$ cat config.mk
export PLATFORM = sky130hd
export DESIGN_NAME = uart_core_cfg
export DESIGN_NICKNAME = d
export VERILOG_FILES = /design/src/rtl/uart_core_cfg.sv
export SDC_FILE = /design/constraint.sdc
export NUM_CORES = 1
export LEC_CHECK = 0
export CORE_MARGIN = 2
export CORE_UTILIZATION = 61
export CTS_BUF_LIST = sky130_fd_sc_hd__clkbuf_16
export DETAILED_ROUTE_END_ITERATION = 16
export GPL_TIMING_DRIVEN = 0
export PLACE_DENSITY = 0.85
export SETUP_SLACK_MARGIN = 0.5
export SLEW_MARGIN = 20
export SYNTH_ARGS = -nofsm -noshare
export SYNTH_HDL_FRONTEND = slang
export SYNTH_SLANG_ARGS = --single-unit
export TNS_END_PERCENT = 100
$ cat constraint.sdc
create_clock -name clk -period 4.7 [get_ports clk]
set_clock_uncertainty 0.2 [all_clocks]
set_input_delay 0.47 -clock clk [delete_from_list [all_inputs] [get_ports clk]]
set_output_delay 0.47 -clock clk [all_outputs]
set_load 0.01 [all_outputs]
$ cat src/rtl/uart_core_cfg.sv
// uart_core_cfg: UART with shared baud tick, runtime parity/stop config, TX and RX FSMs and an RX holding register
module uart_core_cfg #(
  parameter int DATA_W = 8,
  parameter int OVERSAMPLE = 16,
  parameter int DIV_W = 16
) (
  input  logic              clk,
  input  logic              rstb,
  input  logic [DIV_W-1:0]  baud_div,
  input  logic [1:0]        parity_mode,
  input  logic              stop2,
  input  logic              rx,
  output logic              tx,
  input  logic              wr_en,
  input  logic [DATA_W-1:0] wr_data,
  output logic              tx_busy,
  output logic              rx_valid,
  input  logic              rx_ready,
  output logic [DATA_W-1:0] rx_data,
  output logic              rx_parity_err,
  output logic              rx_frame_err,
  output logic              rx_overrun
);
  localparam int TW = $clog2(OVERSAMPLE);
  localparam int BW = $clog2(DATA_W);
  localparam logic [TW-1:0] T_LAST = TW'(OVERSAMPLE - 1);
  localparam logic [TW-1:0] T_HALF = TW'(OVERSAMPLE / 2 - 1);
  localparam logic [BW-1:0] B_LAST = BW'(DATA_W - 1);
  typedef enum logic [2:0] {IDLE, START, DATA, PARITY, STOP} state_t;
  logic [DIV_W-1:0] cnt;
  logic tick;
  assign tick = cnt >= baud_div;
  always_ff @(posedge clk or negedge rstb)
    if (!rstb) cnt <= '0;
    else cnt <= tick ? '0 : cnt + 1'b1;
  state_t tx_st;
  logic [DATA_W-1:0] tx_sh;
  logic [TW-1:0] tx_t;
  logic [BW-1:0] tx_b;
  logic tx_par, tx_has_par, tx_two, tx_end;
  assign tx_end = tick && tx_t == T_LAST;
  always_ff @(posedge clk or negedge rstb)
    if (!rstb) begin
      tx_st <= IDLE;
      tx_sh <= '0;
      tx_t <= '0;
      tx_b <= '0;
      tx_par <= 1'b0;
      tx_has_par <= 1'b0;
      tx_two <= 1'b0;
      tx <= 1'b1;
      tx_busy <= 1'b0;
    end else begin
      if (tick && tx_st != IDLE) tx_t <= tx_end ? '0 : tx_t + 1'b1;
      case (tx_st)
        IDLE:
          if (!tx_busy) begin
            if (wr_en) begin
              tx_busy <= 1'b1;
              tx_sh <= wr_data;
              tx_par <= ^wr_data ^ parity_mode[1];
              tx_has_par <= ^parity_mode;
              tx_two <= stop2;
            end
          end else if (tick) begin
            tx_st <= START;
            tx <= 1'b0;
            tx_t <= '0;
          end
        START:
          if (tx_end) begin
            tx_st <= DATA;
            tx <= tx_sh[0];
            tx_sh <= tx_sh >> 1;
            tx_b <= '0;
          end
        DATA:
          if (tx_end) begin
            if (tx_b == B_LAST) begin
              tx_st <= tx_has_par ? PARITY : STOP;
              tx <= tx_has_par ? tx_par : 1'b1;
              tx_b <= '0;
            end else begin
              tx <= tx_sh[0];
              tx_sh <= tx_sh >> 1;
              tx_b <= tx_b + 1'b1;
            end
          end
        PARITY:
          if (tx_end) begin
            tx_st <= STOP;
            tx <= 1'b1;
          end
        STOP:
          if (tx_end) begin
            if (tx_two && !tx_b[0]) tx_b[0] <= 1'b1;
            else begin
              tx_st <= IDLE;
              tx_busy <= 1'b0;
            end
          end
        default: tx_st <= IDLE;
      endcase
    end
  logic [1:0] rx_sync;
  logic rx_prev, rx_s;
  assign rx_s = rx_sync[1];
  always_ff @(posedge clk or negedge rstb)
    if (!rstb) begin
      rx_sync <= 2'b11;
      rx_prev <= 1'b1;
    end else begin
      rx_sync <= {rx_sync[0], rx};
      rx_prev <= rx_s;
    end
  state_t rx_st;
  logic [DATA_W-1:0] rx_sh;
  logic [TW-1:0] rx_t;
  logic [BW-1:0] rx_b;
  logic rx_has_par, rx_odd, rx_pbit, rx_done, rx_pe, rx_fe, rx_end;
  assign rx_end = tick && rx_t == T_LAST;
  always_ff @(posedge clk or negedge rstb)
    if (!rstb) begin
      rx_st <= IDLE;
      rx_sh <= '0;
      rx_t <= '0;
      rx_b <= '0;
      rx_has_par <= 1'b0;
      rx_odd <= 1'b0;
      rx_pbit <= 1'b0;
      rx_done <= 1'b0;
      rx_pe <= 1'b0;
      rx_fe <= 1'b0;
    end else begin
      rx_done <= 1'b0;
      if (tick && rx_st != IDLE) rx_t <= rx_end ? '0 : rx_t + 1'b1;
      case (rx_st)
        IDLE:
          if (rx_prev && !rx_s) begin
            rx_st <= START;
            rx_t <= '0;
          end
        START:
          if (tick && rx_t == T_HALF) begin
            rx_st <= rx_s ? IDLE : DATA;
            rx_t <= '0;
            rx_b <= '0;
            rx_has_par <= ^parity_mode;
            rx_odd <= parity_mode[1];
          end
        DATA:
          if (rx_end) begin
            rx_sh <= {rx_s, rx_sh[DATA_W-1:1]};
            rx_b <= rx_b + 1'b1;
            if (rx_b == B_LAST) rx_st <= rx_has_par ? PARITY : STOP;
          end
        PARITY:
          if (rx_end) begin
            rx_pbit <= rx_s;
            rx_st <= STOP;
          end
        STOP:
          if (rx_end) begin
            rx_st <= IDLE;
            rx_done <= 1'b1;
            rx_fe <= !rx_s;
            rx_pe <= rx_has_par && (^rx_sh ^ rx_pbit ^ rx_odd);
          end
        default: rx_st <= IDLE;
      endcase
    end
  always_ff @(posedge clk or negedge rstb)
    if (!rstb) begin
      rx_valid <= 1'b0;
      rx_data <= '0;
      rx_parity_err <= 1'b0;
      rx_frame_err <= 1'b0;
      rx_overrun <= 1'b0;
    end else begin
      rx_valid <= rx_done || (rx_valid && !rx_ready);
      rx_overrun <= rx_done && rx_valid && !rx_ready;
      rx_data <= rx_done ? rx_sh : rx_data;
      rx_parity_err <= rx_done ? rx_pe : rx_parity_err;
      rx_frame_err <= rx_done ? rx_fe : rx_frame_err;
    end
endmodule

==> results.txt, run 1 <==
Required @ worst endpoint: 4.75 ns
Element type at the critical path start: input port
Worst-path fanout max: 10
Reg area: 1957 µm²
Post-Place Setup Slack: 1.106 ns
Port bufs: 45
Initial Utilization: 62.48%
Total GRT Usage: 25.15%
Core area: 6756 µm²
R2R Path End: rx_t[1]$_DFF_PN0_
Final WL: 8747 µm
Clk slew on worst S/H paths: 0.06 ns
Clock buffer depth: 2
Layout cell share with drive strength beyond 1: 12.90%
Vias in the first global route: 3,334
Gate count of the mapped netlist: 402
Sequential fraction of the synthesis area: 46.35%
Post-synth top flop: dfrtp_1
DRC marker count from the first detailed-route iteration: 209
Crit Path Class: in -> reg
Hold Path Origin: rx_sync[0]$_DFF_PN1_
Status: finished clean
Htree depth: 3
First-pass GRT wire length: 14,870 µm
FF-to-FF path depth: 8
Static Leak: 2.368 nW
GPL Wtd Cong: 0.8149
DR vias: 3,210
Post-Syn Area per Cell: 10.50 µm²
Post-Syn Area: 4222 µm²
Final period util: 68.80%
Fin nets: 515
Max_slew headroom: 63.76%
Total grt overflow: 0
Die Area: 7602 µm²
Hold Path End: rx_sync[1]$_DFF_PN1_
Final Hold Viols: 0
R2R Setup Slk: 1.69 ns
Max Freq: 309.3 MHz
Post-detailed-route count of antenna-violating nets: 0
Largest net degree at the start of global routing: 43
Die width: 87.19 µm
Synth cell types: 54
Setup crit end kind: flip-flop
Slew Viols, Final: 0
# IOs: 46
DPL Wire Length: 6052 µm
Peak VDD IR: 0.3781 mV
Worst Setup Slack, final: 1.466 ns
Final setup TNS: 0 ns
DRT Pass-1 Iters: 4
HP Class: reg -> reg
Initial antenna violation count: 0
Final setup viols: 0
CTS Sinks: 78
Num rows: 30
Synth async-reset ratio: 100.0%
Syn nets: 457
Tmin final: 3.234 ns
CTS tree: yes
Antenna Cells: 0
Worst-Margin Slew: 0.5436 ns
Area delta synth->final: 20.04%
Detailed-route wire length per cell: 16.05 µm
FF-to-FF Start: cnt[13]$_DFF_PN0_
Postcts setup bufs: 0
Fill cells: 444
Power Dens Cells: 441.3 nW/µm²
EDFF count, synth: 0
Multi-input logic area: 2101 µm²
Crit path DAT: 3.28 ns
Yosys reg bits: 78
Root Driver: clkbuf_16
RSZ-0062 raised after global routing: no
Util after Layout: 75.00%
Height of the die: 87.19 µm
Via density: 5.890
Synth warnings: 0
DRC violations left: 0
MaxCap Viol Count: 0
CTS Buf Count: 9
Clock Latency Late Sink: 0.33 ns
Hold Path Depth: 0
-- power by group --
| group | switching (mW) | internal (mW) |
|---|---|---|
| combinational | 0.395 | 0.299 |
| sequential | 0.115 | 0.805 |
| clock | 0.271 | 0.352 |
| total | 0.780 | 1.46 |
-- how the worst max path moves through the flow --
stage                       startpoint                    to  depth (start not counted)
final                     baud_div[15]     rx_t[1]$_DFF_PN0_                         10
after detailed placement  baud_div[15]  tx_sh[2]$_DFFE_PN0P_                         11
after CTS                 baud_div[15]  tx_sh[2]$_DFFE_PN0P_                         11
after global placement            rstb  rx_overrun$_DFF_PN0_                          1
after global routing      baud_div[15]  tx_sh[3]$_DFFE_PN0P_                         11
after floorplan           baud_div[15]   rx_pbit$_DFFE_PN0P_                          9
-- layer usage --
metal	track usage, %	vias up	wire length, µm	part of all wire (%)
met4	11.19	0	176	2.0
met3	3.981	21	340	3.9
met1	32.03	1546	3913	45
met5	0	-	0	0
met2	42.47	101	4317	49
li1	-	1542	-	-
-- worst max-delay path: stages --
cell and delay [ns]:
clkdlybuf4s50_1 0.45, inv_1 0.04, ha_1 0.31, nand4_1 0.15, nor3_2 0.23, or4b_4 0.53, nand3_1 0.41, buf_2 0.34
nand4_1 0.17, o22ai_1 0.19
-- sequential cells by signal, indices dropped and copies added (netlist names), 2 cells and up --
register / flops
rx_t: 4
rx_b: 3
rx_st: 3
tx_t: 4
tx_sh: 8
tx_st: 3
rx_sync: 2
rx_data: 8
rx_sh: 8
cnt: 16
tx_b: 3
-- per-stage QoR --
stage,power [mW],hold WS (ns),area (µm²),std cells
after CTS,2.237,0.1576,5067,545
after detailed placement,1.607,0.1497,4790,528
final,2.236,0.1566,5067,545
after global placement,1.560,0.1464,4772,527
after floorplan,1.409,-0.02559,4222,402
after global routing,2.377,0.1620,5067,545
-- layout make-up --
| cell class | instances | share of cell area, % |
|---|---|---|
| Buffer | 13 | 1.160 |
| Clock buffer | 9 | 4.444 |
| Clock inverter | 7 | 0.8395 |
| Inverter | 28 | 2.074 |
| Multi-Input combinational cell | 283 | 41.46 |
| Sequential cell | 78 | 38.62 |
| Tap cell | 80 | 1.975 |
| Timing Repair Buffer | 47 | 9.432 |
-- layout by cell type (no fill, tap or decap), types with 4 or more instances in the layout --
| cell | synthesis | routed |
|---|---|---|
| dfrtp_1 | 74 | 74 |
| clkdlybuf4s50_1 | 0 | 44 |
| nand2_1 | 30 | 30 |
| nor2_1 | 30 | 30 |
| inv_1 | 28 | 29 |
| mux2_2 | 26 | 26 |
| ha_1 | 23 | 23 |
| xnor2_1 | 18 | 18 |
| nand3_1 | 15 | 15 |
| xor2_1 | 15 | 15 |
| a21oi_1 | 14 | 14 |
| o21ai_0 | 10 | 10 |
| nand2b_1 | 9 | 9 |
| clkbuf_16 | 0 | 9 |
| o31ai_1 | 8 | 8 |
| a22o_1 | 7 | 7 |
| a2bb2oi_1 | 7 | 7 |
| clkbuf_1 | 6 | 6 |
| nor3b_1 | 6 | 6 |
| and3_1 | 6 | 6 |
| nor3_1 | 6 | 6 |
| nand4_1 | 4 | 4 |
| buf_1 | 4 | 4 |
| mux2i_1 | 4 | 4 |
| a31oi_1 | 4 | 4 |
| clkinvlp_4 | 0 | 4 |
| dfstp_2 | 4 | 4 |
-- cells in the mapped netlist, types with 3 or more instances --
cell type | number | area share (%)
dfrtp_1 | 74 | 44
nand2_1 | 30 | 2.7
nor2_1 | 30 | 2.7
inv_1 | 28 | 2.5
mux2_2 | 26 | 6.9
ha_1 | 23 | 6.8
xnor2_1 | 18 | 3.7
nand3_1 | 15 | 1.8
xor2_1 | 15 | 3.1
a21oi_1 | 14 | 1.7
o21ai_0 | 10 | 1.2
nand2b_1 | 9 | 1.3
o31ai_1 | 8 | 1.4
a22o_1 | 7 | 1.5
a2bb2oi_1 | 7 | 1.5
and3_1 | 6 | 0.89
clkbuf_1 | 6 | 0.53
nor3_1 | 6 | 0.71
nor3b_1 | 6 | 1.1
a31oi_1 | 4 | 0.59
buf_1 | 4 | 0.36
dfstp_2 | 4 | 2.5
mux2i_1 | 4 | 0.95
nand4_1 | 4 | 0.59
nor2b_1 | 3 | 0.44
o21a_1 | 3 | 0.53
or3_1 | 3 | 0.44
-- timing repair --
item	CTS	global route
setup endpoints to repair	0	0
endpoints found under the hold margin	33	0
hold buffers	1	0
gates resized for setup	0	0
-- kinds of logic (layout without fill, tap and decap cells) --
kind of cell | after synthesis | count (layout) | share of synthesized area (%)
and+or+nand+nor | 123 | 123 | 15.53
DFF | 78 | 78 | 46.35
AOI/OAI and AO/OA | 74 | 74 | 12.69
buffers and inverters | 41 | 104 | 3.882
xor gates and xnor gates | 33 | 33 | 6.847
muxes | 30 | 30 | 7.884
adders and majority gates | 23 | 23 | 6.817
No activity file was read; power rests on OpenSTA's default activity.
==> run 2: changes to the inputs <==
Settings changed: CORE_UTILIZATION 61 to 51, PLACE_DENSITY 0.85 to 0.76.
Clock period 4.7 ns to 2.89 ns, I/O delays scaled along.
==> results.txt, run 2 (synthesized netlist as in run 1, its figures left out) <==
Status: finished clean
DPL Wire Length: 6119 µm (+1.1%)
RSZ-0062 raised after global routing: yes
Core area: 8134 µm² (+20%)
DRC marker count from the first detailed-route iteration: 223 (+6.7%)
Metal3 WL: 365 µm (+7.4%)
FF-to-FF Start: cnt[15]$_DFF_PN0_
Metal-1 WL: 4300 µm (+9.9%)
Via density: 5.636 (-4.3%)
Met2 WL: 4898 µm (+13%)
Final setup viols: 0 (unchanged)
Final period util: 97.46%
Static Leak: 2.594 nW (+9.5%)
Final Hold Viols: 0 (unchanged)
Combinational share of power: 36.6% (+5.6 points)
Tmin final: 2.816 ns
Vias in the first global route: 3,308 (-0.78%)
HP Class: reg -> reg
Area delta synth->final: 34.02%
Clock buffer depth: 2 (unchanged)
CTS Buf Count: 9 (unchanged)
Sequential power share: 38.1% (-3.0 points)
Total GRT Usage: 22.28% (-2.9 points)
Fin nets: 535 (+3.9%)
Crit path DAT: 2.83 ns (-0.45 ns)
Die Area: 9021 µm² (+19%)
Layout cell share with drive strength beyond 1: 24.54% (+12 points)
Hold Path Depth: 0 (unchanged)
R2R Path End: rx_sh[1]$_DFFE_PN0P_
Initial antenna violation count: 0 (unchanged)
Worst-Margin Slew: 0.8134 ns (+0.2699 ns)
Num rows: 33 (+10%)
Element type at the critical path start: flip-flop
Max Used Layer: met4
Power Dens Cells: 710.4 nW/µm² (+61%)
Max_slew headroom: 45.77% (-18 points)
Most flops, register: cnt
Detailed-route wire length per cell: 16.42 µm (+2.3%)
Clk pwr share: 25.4% (-2.5 points)
Sw frac: 36.61% (+1.7 points)
R2R Setup Slk: 0.07 ns (-1.62 ns)
Antenna Cells: 0 (unchanged)
Crit Path Class: reg -> reg
First-pass GRT wire length: 15,610 µm (+5.0%)
CTS tree: yes
Required @ worst endpoint: 2.90 ns (-1.85 ns)
Peak VDD IR: 0.5910 mV (+56%)
Slew Viols, Final: 0 (unchanged)
Total grt overflow: 0 (unchanged)
Post-DP Area: 4856 µm² (+1.4%)
Int Pwr: 2.548 mW (+75%)
DR vias: 3,325 (+3.6%)
DRT Pass-1 Iters: 5 (+1)
# IOs: 46 (unchanged)
Design Area, Final: 5658 µm² (+12%)
Initial Utilization: 51.90% (-11 points)
Port bufs: 45 (unchanged)
Setup crit end kind: flip-flop
Hold Path End: rx_sync[1]$_DFF_PN1_
Net load switching power: 1.471 mW (+89%)
Clock Latency Late Sink: 0.34 ns (about the same)
Max Freq: 355.1 MHz
GPL Wtd Cong: 0.9310 (+14%)
CTS Sinks: 78 (unchanged)
Hold Path Origin: rx_sync[0]$_DFF_PN1_
Worst-path fanout max: 8 (-2)
Largest net degree at the start of global routing: 42 (-2.3%)
Most common cell after layout, fill and taps aside: dfrtp_1
Max reg flops: 16 (unchanged)
DRC violations left: 0 (unchanged)
Final WL: 9689 µm (+11%)
Die width: 94.98 µm (+8.9%)
MaxCap Viol Count: 0 (unchanged)
Height of the die: 94.98 µm (+8.9%)
Clk slew on worst S/H paths: 0.06 ns (about the same)
Most frequent cells in the layout: dfrtp_1 (73), clkdlybuf4s50_1 (40), nand2_1 (29)
Post-detailed-route count of antenna-violating nets: 0 (unchanged)
Root Driver: clkbuf_16
Htree depth: 3 (unchanged)
Final Power: 4.019 mW (+80%)
FF-to-FF path depth: 9 (+1)
run 2: cell count changes in the layout (fill, tap and decap cells not counted), moves of 5 or more:
cell / previous run / this run
o31ai_1: 8 / 0
mux2_4: 0 / 11
buf_6: 1 / 6
a2bb2oi_1: 7 / 0
mux2_2: 26 / 15
buf_4: 1 / 14
a2bb2oi_2: 0 / 7
run 2: cell type report:
type | instances | area (µm²)
repair buffers | 67 | 674.4
flip-flops and latches | 78 | 1958
inverters | 28 | 105.1
well taps | 105 | 131.4
fillers | 592 | 2476
multi-input cells | 283 | 2417
clock inverters | 7 | 41.29
plain buffers | 13 | 105.1
clock buffers | 9 | 225.2
run 2: per-layer routing:
metal  global-route usage, %  vias up
met5                       0        -
met4                   7.246        0
met3                   3.911       16
met2                   36.64       77
met1                   30.01     1655
li1                        -     1577
run 2: per-stage QoR:
step           instances  setup TNS [ns]  hold WS [ns]  utilization (%)  setup slack (ns)
3_3_place_gp         552         -117.12        0.1476            59.48            -1.354
5_1_grt              590               0        0.1595            69.56         0.0001803
3_5_place_dp         553          -17.20       0.08628            59.70           -0.4426
4_1_cts              584               0        0.1577            66.96           0.01529
2_1_floorplan        402               0       -0.2066                -            0.2992
6_report             590               0        0.1565            69.56           0.07353
run 2: worst max-delay path by stage:
stage                 startpoint  slack [ns]  depth (start not counted)              endpoint
4_1_cts        cnt[15]$_DFF_PN0_        0.02                          8   rx_pbit$_DFFE_PN0P_
5_1_grt        cnt[15]$_DFF_PN0_      0.0002                          9  rx_sh[1]$_DFFE_PN0P_
2_1_floorplan  cnt[14]$_DFF_PN0_        0.30                          8   rx_pbit$_DFFE_PN0P_
3_3_place_gp                rstb       -1.35                          1   tx_b[2]$_DFFE_PN0P_
6_report       cnt[15]$_DFF_PN0_        0.07                          9  rx_sh[1]$_DFFE_PN0P_
3_5_place_dp        baud_div[14]       -0.44                         10     rx_t[0]$_DFF_PN0_
run 2: what timing repair did:
item / in CTS / in global routing
hold endpoints to repair: 37 / 0
gates resized for setup: 44 / 38
pin swaps: 15 / 12
endpoints found under the setup margin: 60 / 60
buffers inserted: 14 / 6
hold buffers: 1 / 0
run 2: power groups by stage:
stage | Clock, mW | Sequential, mW | Combinational (mW)
after floorplan | 0 | 1.46 | 0.840
after global placement | 0 | 1.50 | 1.06
after detailed placement | 0 | 1.51 | 1.11
after CTS | 1.03 | 1.51 | 1.32
after global routing | 1.09 | 1.56 | 1.62
final | 1.02 | 1.53 | 1.47
run 2: critical path, stage by stage (launching register included):
cell and delay, ns:
dfrtp_1 0.42, ha_4 0.28, nand4_1 0.16, nor3_4 0.21
or4b_4 0.49, and3_4 0.21, buf_4 0.14, nor2_4 0.10
buf_8 0.16, mux2_4 0.31
==> run 3: changes to the inputs <==
Settings changed: CORE_UTILIZATION 51 to 57, PLACE_DENSITY 0.76 to 0.8.
Clock period 2.89 ns to 2.9 ns, I/O delays scaled along.
==> results.txt, run 3 (synthesized netlist as in run 1, its figures left out) <==
Final setup TNS: 0 ns (unchanged)
Total GRT Usage: 24.16% (+1.9 points)
Grt met3 use: 5.868% (+2.0 points)
Setup crit end kind: flip-flop
DRC violations left: 0 (unchanged)
Worst-path fanout max: 9 (+1)
Most flops, register: cnt
Vias in the first global route: 3,425 (+3.5%)
CTS tree: yes
Height of the die: 90.06 µm (-5.2%)
CTS Buf Count: 9 (unchanged)
Clk pwr share: 27.6% (+2.2 points)
Max_slew headroom: 59.04% (+13 points)
DRC marker count from the first detailed-route iteration: 242 (+8.5%)
Fin nets: 549 (+2.6%)
Crit Path Class: reg -> reg
Post-detailed-route count of antenna-violating nets: 0 (unchanged)
Peak VDD IR: 0.5297 mV (-10%)
RSZ-0062 raised after global routing: yes
Root Driver: clkbuf_16
FF-to-FF Start: cnt[14]$_DFF_PN0_
Worst hold margin: 0.1579 ns (+0.001409 ns)
MaxCap Viol Count: 0 (unchanged)
Largest net degree at the start of global routing: 41 (-2.4%)
Worst Setup Slack, final: 0.09234 ns (+0.01881 ns)
Net load switching power: 1.501 mW (+2.0%)
Total grt overflow: 0 (unchanged)
Static Leak: 2.720 nW (+4.9%)
Worst-Margin Slew: 0.6144 ns (-0.1990 ns)
DRT Pass-1 Iters: 5 (unchanged)
Status: finished clean
Final Hold Viols: 0 (unchanged)
Required @ worst endpoint: 2.91 ns (about the same)
Initial Utilization: 58.52% (+6.6 points)
DPL Wire Length: 6174 µm (+0.90%)
Sw frac: 35.06% (-1.6 points)
GR Util met2: 41.48% (+4.8 points)
Initial antenna violation count: 0 (unchanged)
Via density: 5.784 (+2.6%)
Met1 usage: 31.09% (+1.1 points)
Detailed-route wire length per cell: 17.60 µm (+7.2%)
Final setup viols: 0 (unchanged)
Int Pwr: 2.780 mW (+9.1%)
Die Area: 8111 µm² (-10%)
Post-DP Area: 4848 µm² (-0.15%)
Clock buffer depth: 2 (unchanged)
Layout cell share with drive strength beyond 1: 28.66% (+4.1 points)
Clk slew on worst S/H paths: 0.06 ns (about the same)
Final period util: 96.82% (-0.64 points)
Num rows: 31 (-6.1%)
Sequential power share: 35.5% (-2.6 points)
DR vias: 3,459 (+4.0%)
Core area: 7214 µm² (-11%)
Max reg flops: 16 (unchanged)
Tmin final: 2.808 ns (-0.008813 ns)
Port bufs: 45 (unchanged)
Area delta synth->final: 38.77%
CTS Sinks: 78 (unchanged)
CP Launch Point: cnt[14]$_DFF_PN0_
Most frequent cells in the layout: dfrtp_1 (74), clkdlybuf4s50_1 (40), nor2_1 (27)
HP Class: reg -> reg
Post-Place Setup Slack: -0.3897 ns (+0.05297 ns)
First-pass GRT wire length: 15,900 µm (+1.9%)
Most common cell after layout, fill and taps aside: dfrtp_1
Util after Layout: 81.20% (+12 points)
Antenna Cells: 0 (unchanged)
Cells after DPL: 547 (-1.1%)
Combinational share of power: 36.8% (+0.2 points)
Max Freq: 356.2 MHz (+0.31%)
Element type at the critical path start: flip-flop
# IOs: 46 (unchanged)
Clock Latency Late Sink: 0.33 ns (about the same)
Htree depth: 3 (unchanged)
Slew Viols, Final: 0 (unchanged)
Fin cells: 598 (+1.4%)
Final Power: 4.281 mW (+6.5%)
Power Dens Cells: 730.8 nW/µm² (+2.9%)
Hold Path Origin: rx_sync[0]$_DFF_PN1_
Crit path DAT: 2.82 ns (about the same)
Design Area, Final: 5858 µm² (+3.5%)
GPL Wtd Cong: 0.8734 (-6.2%)
Die width: 90.06 µm (-5.2%)
Layer with the highest usage: met2
Final WL: 10,520 µm (+8.6%)
==> run 3: changes by cell type in the layout (fill, tap and decap cells not counted), moves of 3 or more <==
cell,change
nor2_2,+3
nand3_4,+3
nand2_1,-3
mux2_4,-8
mux2_2,+8
buf_4,+11
==> run 3: timing repair <==
action,CTS,global route
buffers inserted,14,18
endpoints found under the hold margin,36,0
gates resized for setup,47,40
setup endpoints to repair,60,61
cloned,0,2
hold buffers,1,0
pin swaps,15,16
==> run 3: worst max-delay path: stages, from the launching register on <==
cell	delay [ns]
dfrtp_1	0.42
ha_4	0.28
nand4_1	0.18
nor3_4	0.20
or4b_4	0.51
and3_4	0.19
nor2_2	0.17
buf_6	0.17
mux2_2	0.35
==> run 3: power groups by stage <==
| stage | Combinational [mW] | Sequential, mW | Clock [mW] |
|---|---|---|---|
| after floorplan | 0.837 | 1.46 | 0 |
| after global routing | 1.73 | 1.55 | 1.25 |
| after detailed placement | 1.11 | 1.50 | 0 |
| after global placement | 1.07 | 1.49 | 0 |
| after CTS | 1.31 | 1.50 | 1.20 |
| final | 1.58 | 1.52 | 1.18 |
==> run 3: final timing paths <==
kind,end,slack (ns),cells past startpoint
min in group asynchronous,tx_two$_DFFE_PN0P_,0.27,2
max in group asynchronous,rx_prev$_DFF_PN1_,1.58,3
min reg2reg,rx_sync[1]$_DFF_PN1_,0.16,0
max reg2reg,rx_sh[7]$_DFFE_PN0P_,0.09,8
min,rx_sync[1]$_DFF_PN1_,0.16,0
max,rx_sh[7]$_DFFE_PN0P_,0.09,8
==> run 3: area by class of cell <==
class                   instances  area (µm²)
multi-input cells             284        2455
well taps                      99       123.9
clock inverters                 7       90.09
fillers                       399        1356
plain buffers                  13       117.6
flip-flops and latches         78        1957
repair buffers                 80       784.5
clock buffers                   9       225.2
inverters                      28       105.1
==> run 3: layer usage <==
| metal | wire length, µm | share of wire [%] | vias up |
|---|---|---|---|
| li1 | - | - | 1608 |
| met1 | 4322 | 41 | 1710 |
| met2 | 5441 | 52 | 117 |
| met3 | 504 | 4.8 | 24 |
| met4 | 256 | 2.4 | 0 |
| met5 | 0 | 0 | - |
